==> src/rtl/matrix_slot_arbiter.sv <==
// Round-robin write arbiter between the RX and compute matrix sources; allocates a
// per-dimension storage slot (oldest overwritten) and tracks valid-slot counts.
module matrix_slot_arbiter #(
   parameter int unsigned MAX_DIM = 5,
   parameter int unsigned SLOTS   = 2,
   parameter int unsigned IDX_W   = 3   // 2**IDX_W must exceed SLOTS
) (
   input  logic             clk,
   input  logic             rst,
   input  logic             rx_req,
   input  logic [2:0]       rx_row,
   input  logic [2:0]       rx_col,
   input  logic             cmp_req,
   input  logic [2:0]       cmp_row,
   input  logic [2:0]       cmp_col,
   input  logic             clear_all,
   input  logic [2:0]       q_row,
   input  logic [2:0]       q_col,
   output logic [IDX_W-1:0] q_count,
   output logic             wr_en,
   output logic             wr_sel,
   output logic [2:0]       wr_row,
   output logic [2:0]       wr_col,
   output logic [IDX_W-1:0] wr_idx,
   output logic             done,
   output logic             done_src,
   output logic             done_err,
   output logic [1:0]       ovf,
   output logic             busy
);

   localparam int unsigned NUM_DIMS = MAX_DIM * MAX_DIM;
   localparam int unsigned D_W      = (NUM_DIMS > 1) ? $clog2(NUM_DIMS) : 1;
   localparam logic [2:0]       MAX_DIM_V = 3'(MAX_DIM);
   localparam logic [IDX_W-1:0] LAST_SLOT = IDX_W'(SLOTS - 1);
   localparam logic [IDX_W-1:0] FULL_CNT  = IDX_W'(SLOTS);

   typedef enum logic [1:0] {
      S_IDLE,
      S_GRANT,
      S_WRITE,
      S_DONE
   } state_t;

   state_t state, state_nxt;

   logic             rx_pend, cmp_pend;
   logic [2:0]       rx_pend_row, rx_pend_col;
   logic [2:0]       cmp_pend_row, cmp_pend_col;
   logic             rr_cmp;
   logic             grant_rx, grant_cmp, contend;
   logic             wr_ok;
   logic [D_W-1:0]   wr_d;
   logic             enter_write, enter_done;

   logic [IDX_W-1:0] ptr_q [NUM_DIMS];
   logic [IDX_W-1:0] cnt_q [NUM_DIMS];

   function automatic logic dims_valid(input logic [2:0] r, input logic [2:0] c);
      return (r != 3'd0) && (r <= MAX_DIM_V) && (c != 3'd0) && (c <= MAX_DIM_V);
   endfunction

   // Row-major flat index; only meaningful when dims_valid holds.
   function automatic logic [D_W-1:0] dim_index(input logic [2:0] r, input logic [2:0] c);
      int unsigned v;
      v = (32'(r) - 32'd1) * MAX_DIM + (32'(c) - 32'd1);
      return D_W'(v);
   endfunction

   assign wr_ok       = dims_valid(wr_row, wr_col);
   assign wr_d        = dim_index(wr_row, wr_col);
   assign enter_write = (state == S_GRANT) && wr_ok;
   assign enter_done  = (state == S_WRITE) || ((state == S_GRANT) && !wr_ok);

   always_comb begin
      if (dims_valid(q_row, q_col)) q_count = cnt_q[dim_index(q_row, q_col)];
      else                          q_count = '0;
   end

   // State register.
   always_ff @(posedge clk or posedge rst) begin
      if (rst) state <= S_IDLE;
      else     state <= state_nxt;
   end

   // Next state and grant decision; contention alternates via rr_cmp.
   always_comb begin
      state_nxt = state;
      grant_rx  = 1'b0;
      grant_cmp = 1'b0;
      contend   = 1'b0;
      case (state)
         S_IDLE: begin
            if (rx_pend && cmp_pend) begin
               contend   = 1'b1;
               grant_cmp = rr_cmp;
               grant_rx  = !rr_cmp;
               state_nxt = S_GRANT;
            end else if (rx_pend) begin
               grant_rx  = 1'b1;
               state_nxt = S_GRANT;
            end else if (cmp_pend) begin
               grant_cmp = 1'b1;
               state_nxt = S_GRANT;
            end
         end
         S_GRANT: state_nxt = wr_ok ? S_WRITE : S_DONE;
         S_WRITE: state_nxt = S_DONE;
         S_DONE:  state_nxt = S_IDLE;
         default: state_nxt = S_IDLE;
      endcase
   end

   // Per-source pending capture; a fresh request always wins over the grant clear.
   always_ff @(posedge clk or posedge rst) begin
      if (rst) begin
         rx_pend      <= 1'b0;
         rx_pend_row  <= '0;
         rx_pend_col  <= '0;
         cmp_pend     <= 1'b0;
         cmp_pend_row <= '0;
         cmp_pend_col <= '0;
         ovf          <= '0;
      end else begin
         ovf <= {cmp_req && cmp_pend && !grant_cmp, rx_req && rx_pend && !grant_rx};
         if (rx_req) begin
            rx_pend     <= 1'b1;
            rx_pend_row <= rx_row;
            rx_pend_col <= rx_col;
         end else if (grant_rx) begin
            rx_pend <= 1'b0;
         end
         if (cmp_req) begin
            cmp_pend     <= 1'b1;
            cmp_pend_row <= cmp_row;
            cmp_pend_col <= cmp_col;
         end else if (grant_cmp) begin
            cmp_pend <= 1'b0;
         end
      end
   end

   // Registered storage-side outputs and arbitration history.
   always_ff @(posedge clk or posedge rst) begin
      if (rst) begin
         wr_en    <= 1'b0;
         wr_sel   <= 1'b0;
         wr_row   <= '0;
         wr_col   <= '0;
         wr_idx   <= '0;
         done     <= 1'b0;
         done_src <= 1'b0;
         done_err <= 1'b0;
         busy     <= 1'b0;
         rr_cmp   <= 1'b0;
      end else begin
         wr_en    <= enter_write;
         done     <= enter_done;
         done_err <= (state == S_GRANT) && !wr_ok;
         done_src <= enter_done ? wr_sel : 1'b0;
         busy     <= (state_nxt != S_IDLE);
         if (grant_rx || grant_cmp) begin
            wr_sel <= grant_cmp;
            wr_row <= grant_cmp ? cmp_pend_row : rx_pend_row;
            wr_col <= grant_cmp ? cmp_pend_col : rx_pend_col;
         end
         if (enter_write) wr_idx <= ptr_q[wr_d];
         if (contend)     rr_cmp <= grant_rx;
      end
   end

   // Slot pointers and valid counts; clear_all overrides a coincident write update.
   always_ff @(posedge clk or posedge rst) begin
      if (rst) begin
         for (int unsigned i = 0; i < NUM_DIMS; i++) begin
            ptr_q[i] <= '0;
            cnt_q[i] <= '0;
         end
      end else if (clear_all) begin
         for (int unsigned i = 0; i < NUM_DIMS; i++) begin
            ptr_q[i] <= '0;
            cnt_q[i] <= '0;
         end
      end else if (state == S_WRITE) begin
         ptr_q[wr_d] <= (ptr_q[wr_d] == LAST_SLOT) ? '0 : ptr_q[wr_d] + IDX_W'(1);
         cnt_q[wr_d] <= (cnt_q[wr_d] == FULL_CNT) ? FULL_CNT : cnt_q[wr_d] + IDX_W'(1);
      end
   end

endmodule

==> config.mk <==
export PLATFORM = sky130hd
export DESIGN_NAME = matrix_slot_arbiter
export DESIGN_NICKNAME = d
export VERILOG_FILES = /design/src/rtl/matrix_slot_arbiter.sv
export SDC_FILE = /design/constraint.sdc
export NUM_CORES = 1
export LEC_CHECK = 0
export CORE_AREA = 2 2 146 148
export CTS_CLUSTER_SIZE = 20
export DETAILED_ROUTE_END_ITERATION = 8
export DIE_AREA = 0 0 148 150
export DONT_BUFFER_PORTS = 1
export GPL_ROUTABILITY_DRIVEN = 1
export PLACE_DENSITY = 0.67
export SYNTH_ARGS = -nofsm -noshare
export SYNTH_HDL_FRONTEND = slang
export SYNTH_SLANG_ARGS = --single-unit
==> constraint.sdc <==
create_clock -name clk -period 6.6 [get_ports clk]
set_clock_uncertainty 0.1 [all_clocks]
set_input_delay 1.98 -clock clk [delete_from_list [all_inputs] [get_ports clk]]
set_output_delay 1.98 -clock clk [all_outputs]
set_load 0.01 [all_outputs]
==> results by group, run 1 <==
Status
  • Status: finished with violations
  • Failing checks: setup timing

Setup path
  • CP endpoint kind: primary output
  • Crit-path cells: inv_8 > ha_1 > inv_1 > ha_1 > fa_1 > ha_4 > xor2_4 > buf_4 > nor4b_4 > a221oi_2 > nor3_1 > buf_4
  • Crit path buf inv count: 4
  • Crit path largest cell delay: 0.56 ns
  • CP required: 4.52 ns
  • Crit path kind: in2out
  • Crit path DAT: 4.52 ns
  • Critical-path top delay cell: fa_1
  • Top delay family on crit path: adder cells
  • Crit path launch type: primary input
  • CP max FO: 4

Timing
  • Slew @ Worst Pin: 1.23 ns
  • Final Hold Vio Count: 0
  • Unrepaired setup endpoints after global routing: yes
  • Final setup vio count: 1
  • Fin. max-slew vios: 0
  • Worst hold slack: 0.381 ns
  • Setup ws final: -0.000631 ns
  • Final period utilization: 100%
  • Fmax: 152 MHz
  • Period minus WS final: 6.60 ns
  • Max_slew headroom: 17.0%

Global route
  • GRT Util Overall: 22.6%
  • Initial antenna violation count: 0
  • Total gr overflow: 0
  • Vias in the first global route: 7124
  • Global-route wire length before repair: 39000 um
  • Largest net degree at the start of global routing: 185

Synth
  • Share of the synthesized area in the top cell type: 45.1%
  • Post-Synth Adder-Cell Area: 4.83%
  • Netlist cell types: 51
  • Synth area leaders: dfrtp_1, mux4_2, mux2i_1, a211oi_1, nor2_1
  • Ys Warns: 0
  • Top_reg_cell synth: dfrtp_1
  • Mux cell area share after synthesis: 23.8%
  • Syn Nets: 947
  • Async SR Flop Fraction: 100%
  • Synth Instances: 887
  • Top cells by count, synth: dfrtp_1, nor2_1, mux2i_1
  • XOR/XNOR Fraction of Synth Area: 2.39%
  • Simple-gate portion of the synthesized area: 11.9%
  • Top-count cell post-synth: dfrtp_1
  • Synth area leader: dfrtp_1
  • Syn avg cell area: 11.5 um2
  • Post-synth EDFFs: 0
  • #FFs+latches synth: 184
  • Syn Std Cell Area: 10200 um2
  • Largest family of logic cells by synthesized area: multiplexers
  • Synth Area in Compound Gates: 8.74%
  • Sequential fraction of the synthesis area: 45.1%

Min path
  • HP Class: reg2reg

Clocking
  • # H-tree levels: 4
  • CTS buffer count: 17
  • Root buffer cell: clkbuf_16
  • CTS clk-pin slew, worst paths: 0.08 ns
  • Clk buf depth: 2
  • CTS tree: yes
  • CTS Hold Bufs: 0
  • CTS sink cnt: 184
  • Clk_lat worst skew: 0.44 ns

Routing
  • DRT Wirelength: 23600 um
  • DR vias/cell: 5.87
  • DRC violations left: 0
  • Via count: 6822
  • First-pass DRT Iterations: 5
  • Routed WL per cell: 20.3 um
  • Final ANT Viol Nets: 0
  • Detailed Route Iter0 Violations: 537

Floorplan
  • Site Rows: 53
  • # IOs: 43
  • Die Y: 150 um
  • Full die area: 22200 um2
  • Initial Utilization: 49.3%
  • CORE AREA: 20700 um2
  • Die Span X: 148 um

Flow run
  • Max-cap violations: 0

Placed design
  • Gpl congestion: 0.783
  • PortBufs: 0
  • DP Worst Slack: -0.106 ns
  • Dpl hpwl: 15400 um

Final layout
  • Synth-to-Final Area Change: 10.5%
  • Diode count: 0
  • Share of cells above drive strength 1: 19.4%
  • Top Registers: cnt_q: 75 flops, ptr_q: 75 flops
  • Nets: 934
placed cells by master, fill, tap and decap left out, types with 15 or more instances in the layout:
master / instances
mux2_2: 19
ha_1: 26
dfrtp_1: 184
nor2_1: 145
nand2_1: 32
mux4_2: 53
clkbuf_16: 17
inv_1: 23
nor2_2: 15
mux2i_1: 98
buf_4: 19
a211oi_1: 75
nand2b_1: 31
kinds of logic (layout without fill, tap and decap cells):
group,Yosys count,count (layout)
flops,184,184
mux,173,173
fa+ha+maj,37,37
compound gates,126,126
xor+xnor,20,20
simple gates,265,265
buf+inv,82,82
final timing paths:
path	start	end	slack, ns	cells past startpoint
worst min register to register	rr_cmp	rr_cmp	0.38	1
worst min-delay path	rr_cmp	rr_cmp	0.38	1
worst max-delay path	q_row[0]	q_count[2]	-0.0006	12
min in group asynchronous	rst	state[1]	1.55	2
worst max register to register	wr_row[0]	ptr_q[19]	1.30	16
max in group asynchronous	rst	cnt_q[18]	4.01	2
metal layers:
| layer | vias up | wire, um | global-route usage, % | part of all wire, % |
|---|---|---|---|---|
| met1 | 3455 | 10600 | 31.6 | 45 |
| met5 | - | 0 | 0 | 0 |
| li1 | 3158 | - | - | - |
| met3 | 27 | 1270 | 4.70 | 5.4 |
| met4 | 0 | 341 | 5.05 | 1.4 |
| met2 | 182 | 11400 | 36.6 | 48 |
stage by stage:
step	util [%]	instances	setup TNS, ns	area, um2
after floorplan	-	887	0	10300
after global placement	51.1	1129	-0.233	10600
after detailed placement	51.1	1129	-0.262	10600
after CTS	54.1	1161	-0.0112	11200
after global routing	54.5	1162	-0.287	11300
final	54.5	1162	-0.000631	11300
layout make-up:
cell class | count | area (um2)
sequential | 184 | 4600
multi-input combinational | 621 | 5420
fill | 1794 | 9410
timing repair buffer | 22 | 203
clock inverter | 13 | 124
inverter | 28 | 129
tap | 275 | 344
clock buffer | 19 | 453
timing repair:
action | in CTS | in global routing
buffers inserted | 0 | 1
pin swaps | 3 | 9
resized for setup | 9 | 13
endpoints found under the setup margin | 3 | 3
Power of run 1 is left out: the tool's default activity adds up to more than one toggle a clock period on the data nets, which glitch-free logic cannot reach.
==> run 2, diff against run 1 <==
--- a/config.mk
+++ b/config.mk
@@ -10,7 +10,7 @@
 export DETAILED_ROUTE_END_ITERATION = 8
 export DIE_AREA = 0 0 148 150
 export DONT_BUFFER_PORTS = 1
-export GPL_ROUTABILITY_DRIVEN = 1
+export GPL_ROUTABILITY_DRIVEN = 0
 export PLACE_DENSITY = 0.67
 export SYNTH_ARGS = -nofsm -noshare
 export SYNTH_HDL_FRONTEND = slang
==> results of run 2 <==
Final layout, timing and power as in run 1 (identical DEF).
Power of run 2 is left out for the same reason.
==> run 3, diff against run 2 <==
--- a/config.mk
+++ b/config.mk
@@ -11,7 +11,6 @@
 export DIE_AREA = 0 0 148 150
 export DONT_BUFFER_PORTS = 1
 export GPL_ROUTABILITY_DRIVEN = 0
-export PLACE_DENSITY = 0.67
 export SYNTH_ARGS = -nofsm -noshare
 export SYNTH_HDL_FRONTEND = slang
 export SYNTH_SLANG_ARGS = --single-unit
==> constraint.sdc (replaced) <==
create_clock -name clk -period 6.2 [get_ports clk]
set_clock_uncertainty 0.1 [all_clocks]
set_input_delay 1.86 -clock clk [delete_from_list [all_inputs] [get_ports clk]]
set_output_delay 1.86 -clock clk [all_outputs]
set_load 0.01 [all_outputs]
==> run 3 against run 2 <==
  * The run still ends with setup timing left
  * Sequential share of layout area shrank 0.40 points
  * Final cell count grew 0.52%
  * Register-to-register slack lost 0.28 ns
  * Global-route usage grew 0.75 points
  * Design area grew 0.99%
  * Count of clock-buffer cells in the layout shrank 2
  * Worst hold slack lost 0.00074 ns
  * Critical path depth shrank 1
  * Flip-flop and latch count is the same
  * Critical endpoint is now q_count[0]
  * Setup slack lost 0.14 ns
  * Routed wire length grew 5.0%
==> results by group, run 3 (synthesis results as in run 1) <==
Status
  • Status: finished with violations
  • Failing checks: setup timing

Setup path
  • R2R Setup Slk: 1.02 ns
  • CP max FO: 4
  • Critical-path top delay cell: fa_2
  • CP endpoint kind: primary output
  • Crit path largest cell delay: 0.64 ns
  • Crit path buf inv count: 3
  • Crit path kind: in2out
  • Crit path launch type: primary input
  • Critical R2R Capture: cnt_q[49]
  • Crit. path cell count: 11
  • Crit-path cells: inv_1 > ha_1 > inv_1 > ha_1 > ha_2 > inv_2 > fa_2 > mux4_2 > mux2_4 > a21oi_2 > a211oi_2
  • RR Startpoint: wr_row[0]
  • Crit path DAT: 4.39 ns
  • CP required: 4.24 ns
  • CP Capture Point: q_count[0]
  • Top delay family on crit path: adder cells
  • Crit. Startpoint: q_col[1]
  • R2R depth: 13

Global route
  • Largest net degree at the start of global routing: 185
  • Most used routing layer: met2
  • Met3 usage: 4.21%
  • Initial antenna violation count: 0
  • Met2 Usage GRT: 38.7%
  • GRT Util Overall: 23.3%
  • GR Layer Usage met1: 31.4%
  • Global-route wire length before repair: 39900 um
  • Vias in the first global route: 7278
  • Total gr overflow: 0

Clocking
  • CTS tree: yes
  • Clk buf depth: 2
  • CTS sink cnt: 184
  • CTS buffer count: 17
  • CTS clk-pin slew, worst paths: 0.08 ns
  • # H-tree levels: 4
  • Clk_lat worst skew: 0.43 ns
  • CTS Hold Bufs: 0
  • Root buffer cell: clkbuf_16

Routing
  • DRT Wirelength: 24800 um
  • DR vias/cell: 5.95
  • Routed WL per cell: 21.2 um
  • Detailed Route Iter0 Violations: 498
  • Via count: 6955
  • DRC violations left: 0
  • First-pass DRT Iterations: 4
  • Final ANT Viol Nets: 0

Final layout
  • Post-Layout Inst Area: 11400 um2
  • Commonest cells after routing, fill and taps aside: dfrtp_1, nor2_1, mux2i_1
  • Synth-to-Final Area Change: 11.6%
  • Top Registers: cnt_q: 75 flops, ptr_q: 75 flops
  • Filler cells: 1735
  • Diode count: 0
  • Commonest non-fill, non-tap cell in the layout: dfrtp_1
  • Nets: 940
  • Share of cells above drive strength 1: 20.4%
  • Post-Layout Cell Count: 1168

Flow run
  • Max-cap violations: 0

Timing
  • Final period utilization: 102%
  • Unrepaired setup endpoints after global routing: yes
  • Period minus WS final: 6.35 ns
  • Setup ws final: -0.145 ns
  • Fmax: 158 MHz
  • Final Hold Vio Count: 0
  • Final setup vio count: 3
  • Slew @ Worst Pin: 1.05 ns
  • Fin. max-slew vios: 0
  • Max_slew headroom: 29.7%

Floorplan
  • Initial Utilization: 49.3%
  • CORE AREA: 20700 um2
  • Full die area: 22200 um2
  • Site Rows: 53
  • # IOs: 43
  • Die Span X: 148 um
  • Die Y: 150 um

Placed design
  • Dpl cells: 1133
  • PortBufs: 0
  • Dpl hpwl: 16700 um
  • Cell Area, Placed: 10600 um2
  • DP Worst Slack: -0.291 ns

Min path
  • HP Class: reg2reg
==> run 3: per-stage QoR <==
stage	utilization [%]	setup TNS (ns)	hold WS (ns)
3_5_place_dp	51.4	-0.828	0.367
2_1_floorplan	-	-0.189	0.345
5_1_grt	55.1	-0.643	0.408
3_3_place_gp	51.4	-0.533	0.364
4_1_cts	54.9	-0.446	0.382
6_report	55.1	-0.372	0.380
==> run 3: area by class of cell <==
| type | count | area [um2] | share of cell area (%) |
|---|---|---|---|
| timing repair buffer | 28 | 248 | 2.17 |
| clock buffer | 17 | 425 | 3.73 |
| inverter | 28 | 140 | 1.23 |
| tap | 275 | 344 | 3.02 |
| sequential | 184 | 4600 | 40.4 |
| multi-input combinational | 621 | 5440 | 47.8 |
| clock inverter | 15 | 186 | 1.64 |
==> run 3: timing repair <==
| action | CTS | global route |
|---|---|---|
| setup buffers | 2 | 1 |
| resized for setup | 15 | 4 |
| gates cloned | 0 | 0 |
| pin swaps | 14 | 4 |
| endpoints found under the hold margin | 0 | 0 |
| endpoints found under the setup margin | 3 | 3 |
==> run 3: how the worst min path moves through the flow <==
stage	start	endpoint	slack, ns	cells past startpoint
2_1_floorplan	rr_cmp	rr_cmp	0.35	1
3_3_place_gp	rr_cmp	rr_cmp	0.36	1
3_5_place_dp	rr_cmp	rr_cmp	0.37	1
4_1_cts	rr_cmp	rr_cmp	0.38	1
5_1_grt	rr_cmp	rr_cmp	0.41	1
6_report	rr_cmp	rr_cmp	0.38	1
==> run 3: metal layers <==
| layer | part of all wire, % | up-vias |
|---|---|---|
| li1 | - | 3173 |
| met4 | 2.0 | 0 |
| met3 | 3.6 | 30 |
| met2 | 49 | 139 |
| met5 | 0 | - |
| met1 | 45 | 3613 |
==> run 3: worst reg2reg max path, delay by kind of cell, from the launching register on <==
family	cells	cell delay, ns
xor gates and xnor gates	1	0.15
adders and majority gates	5	2.88
buffers and inverters	3	0.51
DFF	1	0.51
muxes	3	0.83
and+or+nand+nor	1	0.13
Power of run 3 is left out for the same reason.
